File: src/rtl/mem_responder_pkg.sv
// Shared types and constants for the latency-configurable memory responder.
// Holds the FSM state encoding and the byte-merge helper used by the storage array.
package mem_responder_pkg;

  localparam int WORD_W        = 32;
  localparam int BE_W          = WORD_W / 8;
  localparam int DEFAULT_DEPTH = 64;
  localparam int DEFAULT_LAT   = 2;
  localparam int CNT_W         = 3;

  typedef enum logic [1:0] {
    IDLE,
    WAIT,
    RESP
  } state_t;

  // Replace only the byte lanes selected by be; other lanes keep old_w.
  function automatic logic [WORD_W-1:0] byte_merge(input logic [WORD_W-1:0] old_w,
                                                   input logic [WORD_W-1:0] new_w,
                                                   input logic [BE_W-1:0]   be);
    logic [WORD_W-1:0] merged;
    merged = old_w;
    for (int i = 0; i < BE_W; i++) begin
      if (be[i]) merged[8*i +: 8] = new_w[8*i +: 8];
    end
    return merged;
  endfunction

endpackage

File: src/rtl/mem_responder_if.sv
// Request/response bus between an initiator (master) and the memory responder (slave).
// One request is outstanding at a time; ack qualifies err and rdata.
interface mem_responder_if;
  import mem_responder_pkg::*;

  logic              req;
  logic              we;
  logic [WORD_W-1:0] addr;
  logic [WORD_W-1:0] wdata;
  logic [BE_W-1:0]   be;
  logic              busy;
  logic              ack;
  logic              err;
  logic [WORD_W-1:0] rdata;

  modport master (
    output req, we, addr, wdata, be,
    input  busy, ack, err, rdata
  );

  modport slave (
    input  req, we, addr, wdata, be,
    output busy, ack, err, rdata
  );

endinterface

File: src/rtl/mem_responder_mem_array.sv
// Single-port word storage with byte-enabled synchronous write and combinational read.
// Contents survive reset; only the controller's state is cleared.
module mem_array
  import mem_responder_pkg::*;
#(
  parameter int DEPTH = DEFAULT_DEPTH,
  parameter int AW    = $clog2(DEPTH)
) (
  input  logic              Clk,
  input  logic              wr_en,
  input  logic [BE_W-1:0]   be,
  input  logic [AW-1:0]     idx,
  input  logic [WORD_W-1:0] wdata,
  output logic [WORD_W-1:0] rdata
);

  logic [WORD_W-1:0] mem [DEPTH];

  // NOTE: no reset on the array; clearing a RAM would need a per-word sweep
  // and prevents mapping onto block memory.
  always_ff @(posedge Clk) begin
    if (wr_en) mem[idx] <= byte_merge(mem[idx], wdata, be);
  end

  assign rdata = mem[idx];

endmodule

File: src/rtl/mem_responder.sv
// Memory responder: accepts one load/store at a time and acks it LAT cycles after
// acceptance, flagging misaligned or out-of-range addresses with err.
module mem_responder
  import mem_responder_pkg::*;
#(
  parameter int DEPTH = DEFAULT_DEPTH,
  parameter int LAT   = DEFAULT_LAT
) (
  input  logic Clk,
  input  logic R,
  mem_responder_if.slave bus
);

  localparam int                AW       = $clog2(DEPTH);
  localparam logic [CNT_W-1:0]  CNT_LOAD = CNT_W'(LAT - 1);

  state_t            state;
  logic [CNT_W-1:0]  cnt;
  logic              we_q;
  logic [WORD_W-1:0] addr_q;
  logic [WORD_W-1:0] wdata_q;
  logic [BE_W-1:0]   be_q;

  logic              src_we;
  logic [WORD_W-1:0] src_addr;
  logic              src_err;
  logic [AW-1:0]     src_idx;
  logic              mem_wr;
  logic [WORD_W-1:0] mem_rdata;
  logic [WORD_W-1:0] resp_rdata;

  // In IDLE the live request drives the array so LAT=1 can respond next cycle;
  // otherwise the latched request does.
  // NOTE: every always_comb output gets a value on every path, so no latches.
  always_comb begin
    src_we   = (state == IDLE) ? bus.we   : we_q;
    src_addr = (state == IDLE) ? bus.addr : addr_q;
    src_err  = (src_addr[1:0] != 2'b00) || (src_addr[WORD_W-1:AW+2] != '0);
    src_idx  = src_addr[AW+1:2];
    mem_wr   = (state == RESP) && we_q && !src_err && !R;
    resp_rdata = (!src_we && !src_err) ? mem_rdata : '0;
  end

  mem_array #(
    .DEPTH (DEPTH),
    .AW    (AW)
  ) u_mem (
    .Clk   (Clk),
    .wr_en (mem_wr),
    .be    (be_q),
    .idx   (src_idx),
    .wdata (wdata_q),
    .rdata (mem_rdata)
  );

  // NOTE: sequential state uses non-blocking assignments only, so every
  // register samples the pre-edge values regardless of statement order.
  always_ff @(posedge Clk) begin
    if (R) begin
      state     <= IDLE;
      cnt       <= '0;
      bus.busy  <= 1'b0;
      bus.ack   <= 1'b0;
      bus.err   <= 1'b0;
      bus.rdata <= '0;
    end else begin
      // Response outputs are pulses: zero unless entering RESP this edge.
      bus.ack   <= 1'b0;
      bus.err   <= 1'b0;
      bus.rdata <= '0;
      unique case (state)
        IDLE: begin
          if (bus.req) begin
            we_q     <= bus.we;
            addr_q   <= bus.addr;
            wdata_q  <= bus.wdata;
            be_q     <= bus.be;
            bus.busy <= 1'b1;
            if (LAT == 1) begin
              state     <= RESP;
              bus.ack   <= 1'b1;
              bus.err   <= src_err;
              bus.rdata <= resp_rdata;
            end else begin
              state <= WAIT;
              cnt   <= CNT_LOAD;
            end
          end
        end
        WAIT: begin
          cnt <= cnt - 1'b1;
          if (cnt == CNT_W'(1)) begin
            state     <= RESP;
            bus.ack   <= 1'b1;
            bus.err   <= src_err;
            bus.rdata <= resp_rdata;
          end
        end
        RESP: begin
          state    <= IDLE;
          bus.busy <= 1'b0;
        end
        default: begin
          state    <= IDLE;
          bus.busy <= 1'b0;
        end
      endcase
    end
  end

endmodule

File: src/flat_wrapper.sv
// flat-port wrapper written by rule: the top's interface ports become plain ports
module mem_responder_flat import mem_responder_pkg::*;
#(
  parameter int DEPTH = DEFAULT_DEPTH,
  parameter int LAT   = DEFAULT_LAT
)
  (Clk, R, bus_req, bus_we, bus_addr, bus_wdata, bus_be, bus_busy, bus_ack, bus_err, bus_rdata);
  mem_responder_if bus_i ();
  input  logic Clk;
  input  logic R;
  input wire logic [$bits(bus_i.req)-1:0] bus_req;
  input wire logic [$bits(bus_i.we)-1:0] bus_we;
  input wire logic [$bits(bus_i.addr)-1:0] bus_addr;
  input wire logic [$bits(bus_i.wdata)-1:0] bus_wdata;
  input wire logic [$bits(bus_i.be)-1:0] bus_be;
  output wire logic [$bits(bus_i.busy)-1:0] bus_busy;
  output wire logic [$bits(bus_i.ack)-1:0] bus_ack;
  output wire logic [$bits(bus_i.err)-1:0] bus_err;
  output wire logic [$bits(bus_i.rdata)-1:0] bus_rdata;
  assign bus_i.req = bus_req;
  assign bus_i.we = bus_we;
  assign bus_i.addr = bus_addr;
  assign bus_i.wdata = bus_wdata;
  assign bus_i.be = bus_be;
  assign bus_busy = bus_i.busy;
  assign bus_ack = bus_i.ack;
  assign bus_err = bus_i.err;
  assign bus_rdata = bus_i.rdata;
  mem_responder #(.DEPTH(DEPTH), .LAT(LAT)) u_core (.Clk(Clk), .R(R), .bus(bus_i));
endmodule
File: config.mk
export PLATFORM = sky130hd
export DESIGN_NAME = mem_responder_flat
export DESIGN_NICKNAME = d
export VERILOG_FILES = /design/src/rtl/mem_responder_pkg.sv /design/src/rtl/mem_responder_if.sv /design/src/rtl/mem_responder_mem_array.sv /design/src/rtl/mem_responder.sv /design/src/flat_wrapper.sv
export SDC_FILE = /design/constraint.sdc
export NUM_CORES = 2
export LEC_CHECK = 0
export CORE_UTILIZATION = 40
export CTS_CLUSTER_DIAMETER = 40
export DETAILED_ROUTE_END_ITERATION = 12
export PLACE_DENSITY = 0.58
export SYNTH_ARGS = -nofsm -noshare
export SYNTH_HDL_FRONTEND = slang
export SYNTH_HIERARCHICAL = 1
export SYNTH_SLANG_ARGS = --single-unit
File: constraint.sdc
create_clock -name Clk -period 11.05 [get_ports Clk]
set_clock_uncertainty 0.2 [all_clocks]
set_input_delay 1.105 -clock Clk [delete_from_list [all_inputs] [get_ports Clk]]
set_output_delay 1.105 -clock Clk [all_outputs]
set_load 0.05 [all_outputs]
==> run_results.csv <==
group,metric,value,unit
pwr,pwr_density_cell,216,nW/um2
setup_path,cp-endpoint,"u_core/u_mem/mem[36][27]",
setup_path,critPathCaptureType,"flip-flop",
timing,max_freq,143,MHz
drt,drt_iter0_markers,9989,
global_routing,use_met1,40.6,%
place,place.detailed.hpwl,178000,um
clock_tree,postCtsResizedCells,0,
logic_synthesis,synth_area,83300,um2
drt,ant_nets,0,
run_status,outcome,"complete, no violations",
drt,vias_per_cell,6.77,
timing,fin_crit_sh,63.4,%
layout,fin_nets,5116,
floorplan,start_util,40.2,%
logic_synthesis,ys_ff_latch,2157,
floorplan,die_h,458,um
floorplan,die_area,210000,um2
place,port_buffers,106,
pwr,p_sw_share,25.7,%
place,routabilityCongestion,0.880,
clock_tree,hold_buffers,0,
setup_path,worstReg2RegEnd,"u_core/u_mem/mem[36][27]",
floorplan,io_pins,107,
logic_synthesis,synth-compound-area-share,11.5,%
pwr,power_frac_comb,10.4,%
timing,slew_headroom,2.05,%
timing,setup_viol,0,
floorplan,coreArea,207000,um2
global_routing,grt_util_met3,10.2,%
logic_synthesis,synth_top_family_by_area,"compound AO/OA/AOI/OAI gates",
logic_synthesis,syn_avg_cell_area,17.3,um2
logic_synthesis,synthMuxAreaShare,3.75,%
setup_path,slowest_stage,"a2111oi_0",
layout,regArea,64400,um2
setup_path,worstPathArrival,7.24,ns
setup_path,cp_top_family,"buffers and inverters",
clock_tree,cts_tree,"done",
clock_tree,cts_buffers,306,
clock_tree,clkTransAtPathRegs,0.05,ns
clock_tree,htreeDepth,5,
setup_path,max_stage_delay,1.19,ns
pwr,pwr-share-clk,45.7,%
hold_path,hold_path.class,"flip-flop to flip-flop",
setup_path,path_max_fanout,104,
logic_synthesis,synth.distinct_cells,85,
setup_path,startpoint,"u_core/state[0]",
logic_synthesis,synth_fp_nets,4891,
logic_synthesis,synth_fa_ha_area_share,0.0300,%
timing,layout_min_cycle_time,7.00,ns
pwr,sequentialPowerShare,43.9,%
logic_synthesis,postSynth.asyncResetShare,0,%
setup_path,cp_cell_sequence,"nor2_2 -> buf_4 -> mux2_8 -> buf_12 -> inv_6 -> buf_4 -> o211ai_1 -> a2111oi_0 -> nand4_1 -> mux2_2",
clock_tree,clk_latency,0.95,ns
global_routing,track_usage,30.8,%
setup_path,cp-start-kind,"flip-flop",
timing,finalSetupTns,0,ns
clock_tree,clockRootBuffer,"clkbuf_16",
global_routing,grt_use_met2,44.6,%
global_routing,antenna_found_initial,32,
setup_path,worstReg2RegStart,"u_core/state[0]",
floorplan,die_w,458,um
logic_synthesis,yosysWarningCount,6,
setup_path,critPathKind,"flip-flop to flip-flop",
logic_synthesis,synth_cells,4817,
timing,drv_slew,0,
logic_synthesis,synth-simple-area-share,5.02,%
global_routing,grt_pass1_vias,50766,
setup_path,reg2regPathDepth,10,
setup_path,cp.depth,10,
clock_tree,clock_sinks,2157,
setup_path,r2r_slack,4.05,ns
logic_synthesis,synth_seq_area_share,77.3,%
layout,final_cells,8079,
place,dp.cells,7522,
logic_synthesis,synth_edf_count,2117,
drt,first_pass_iters,6,
global_routing,grt_remaining_overflow,0,
logic_synthesis,synthXorXnorAreaFrac,0,%
clock_tree,post_cts_buffers,0,
pwr,p_sw,0.00547,W
flow_run,cap_violations,0,
setup_path,worstPathRequired,11.28,ns
drt,wirelength,330000,um
drt,wire_per_inst,40.8,um
global_routing,grt_pass1_wl,442000,um
setup_path,cp_common_cell,"buf_4",
timing,rsz0062_at_grt,"false",
pwr,ir_drop,0.000170,V
global_routing,gr-max-usage-layer,"met2",
floorplan,num_rows,167,
layout,drive_gt1_share,19.1,%
clock_tree,clockBufferDepth,4,
logic_synthesis,ys.flop_type,"edfxtp_1",
layout,area_growth,18.5,%
pwr,cellLeakagePower,30.9,nW
setup_path,worst-path-buf-inv,4,
drt,vias,54730,
timing,worstMarginPinSlew,1.47,ns
drt,drc,0,
pwr,power.internal,0.0158,W
layout,multi_input_area,17900,um2
global_routing,grt_max_degree,105,
timing,hold_violations,0,
layout,fillCellCount,17172,
worst min-delay path by stage:
stage | from | to | slack (ns) | depth (start not counted)
floorplan | u_core/cnt[1] | u_core/cnt[1] | 0.26 | 2
detailed placement | u_core/bus.busy | u_core/bus.busy | 0.26 | 1
CTS | u_core/bus.busy | u_core/bus.busy | 0.27 | 1
global route | u_core/bus.busy | u_core/bus.busy | 0.29 | 1
global placement | u_core/bus.busy | u_core/bus.busy | 0.23 | 1
finish | u_core/bus.busy | u_core/bus.busy | 0.27 | 1
cell families (layout without fill, tap and decap cells):
family	count (synthesis)	count (layout)
AO/OA/AOI/OAI	1266	1266
adder cells (fa/ha/maj)	2	2
buffers and inverters	402	855
flip-flops	2157	2157
multiplexers	256	256
other	0	21
AND/OR/NAND/NOR	734	734
synth_stat cells (all sizes together) (11+ instances only):
cell / count / area [um2]
a2111oi: 25 / 253
a211oi: 16 / 120
a21oi: 110 / 551
a221o: 26 / 260
a221oi: 282 / 2470
a22o: 44 / 385
a22oi: 341 / 2570
a31oi: 35 / 219
and3: 68 / 429
and3b: 21 / 184
buf: 263 / 1500
clkbuf: 128 / 480
dfxtp: 40 / 801
edfxtp: 2117 / 63600
inv: 11 / 41.3
mux2: 117 / 1320
mux2i: 106 / 1060
mux4: 33 / 743
nand2: 98 / 368
nand2b: 17 / 106
nand3: 55 / 275
nand3b: 70 / 526
nand4: 14 / 87.6
nor2: 166 / 631
nor3: 67 / 335
nor3b: 33 / 248
nor4: 19 / 119
o211ai: 15 / 113
o21ai: 79 / 395
o221ai: 29 / 254
o22a: 14 / 123
o22ai: 129 / 807
o2bb2ai: 18 / 158
o32ai: 18 / 158
or3b: 41 / 359
or4: 11 / 82.6
placed cells by master, fill, tap and decap left out, types with 38 or more instances in the layout:
master and instances:
a21oi_1 110, a221oi_1 282, a22o_1 44, a22oi_1 340, and3_1 65, buf_4 185, clkbuf_16 313, clkdlybuf4s50_1 106
dfxtp_1 40, edfxtp_1 2117, mux2_2 113, mux2i_1 106, nand2_1 97, nand3_1 54, nand3b_1 70, nor2_1 98
nor2_4 67, nor3_1 66, o21ai_0 78, o22ai_1 129, or3b_2 38
state kept, by name, summed over array words and instances, names as in the netlist:
name and flops:
u_core/bus.rdata 32, u_core/state 2, u_core/bus.ack 1, u_core/we_q 1, u_core/bus.err 1, u_core/u_mem/mem 2048, u_core/addr_q 32, u_core/cnt 3
u_core/wdata_q 32, u_core/bus.busy 1, u_core/be_q 4
power groups by stage:
stage                     sequential [W]  combinational [W]  clock (W)
final                            0.00936            0.00223    0.00973
after global routing             0.00935            0.00225     0.0101
after CTS                        0.00936            0.00214    0.00977
after detailed placement         0.00952            0.00213          0
after global placement           0.00952            0.00211          0
after floorplan                  0.00955            0.00113          0
through the flow:
step | worst slack (ns) | hold WS [ns] | util (%) | total power (W) | cell area [um2]
after floorplan | 1.74 | 0.257 | - | 0.0107 | 83300
after global placement | 3.84 | 0.235 | 42.8 | 0.0116 | 88600
after detailed placement | 3.77 | 0.258 | 42.8 | 0.0117 | 88600
after CTS | 4.36 | 0.270 | 47.6 | 0.0213 | 98700
after global routing | 4.20 | 0.286 | 47.6 | 0.0217 | 98700
final | 4.05 | 0.267 | 47.7 | 0.0213 | 98700
final cells by class:
cell class              instances  area share (%)
diodes                         21          0.0532
repair buffers                308            2.81
inverters                      11          0.0520
flip-flops and latches       2157            65.2
clock buffers                 347            8.06
multi-input cells            2258            18.1
clock inverters               189            2.15
well taps                    2788            3.53
routing by layer:
layer  up-vias  routed length (um)
met5         -                 128
met4        18               21300
met3      1023               47800
met2      4829              142000
met1     28236              119000
li1      20624                   -
(Power assumes the default switching activity.)
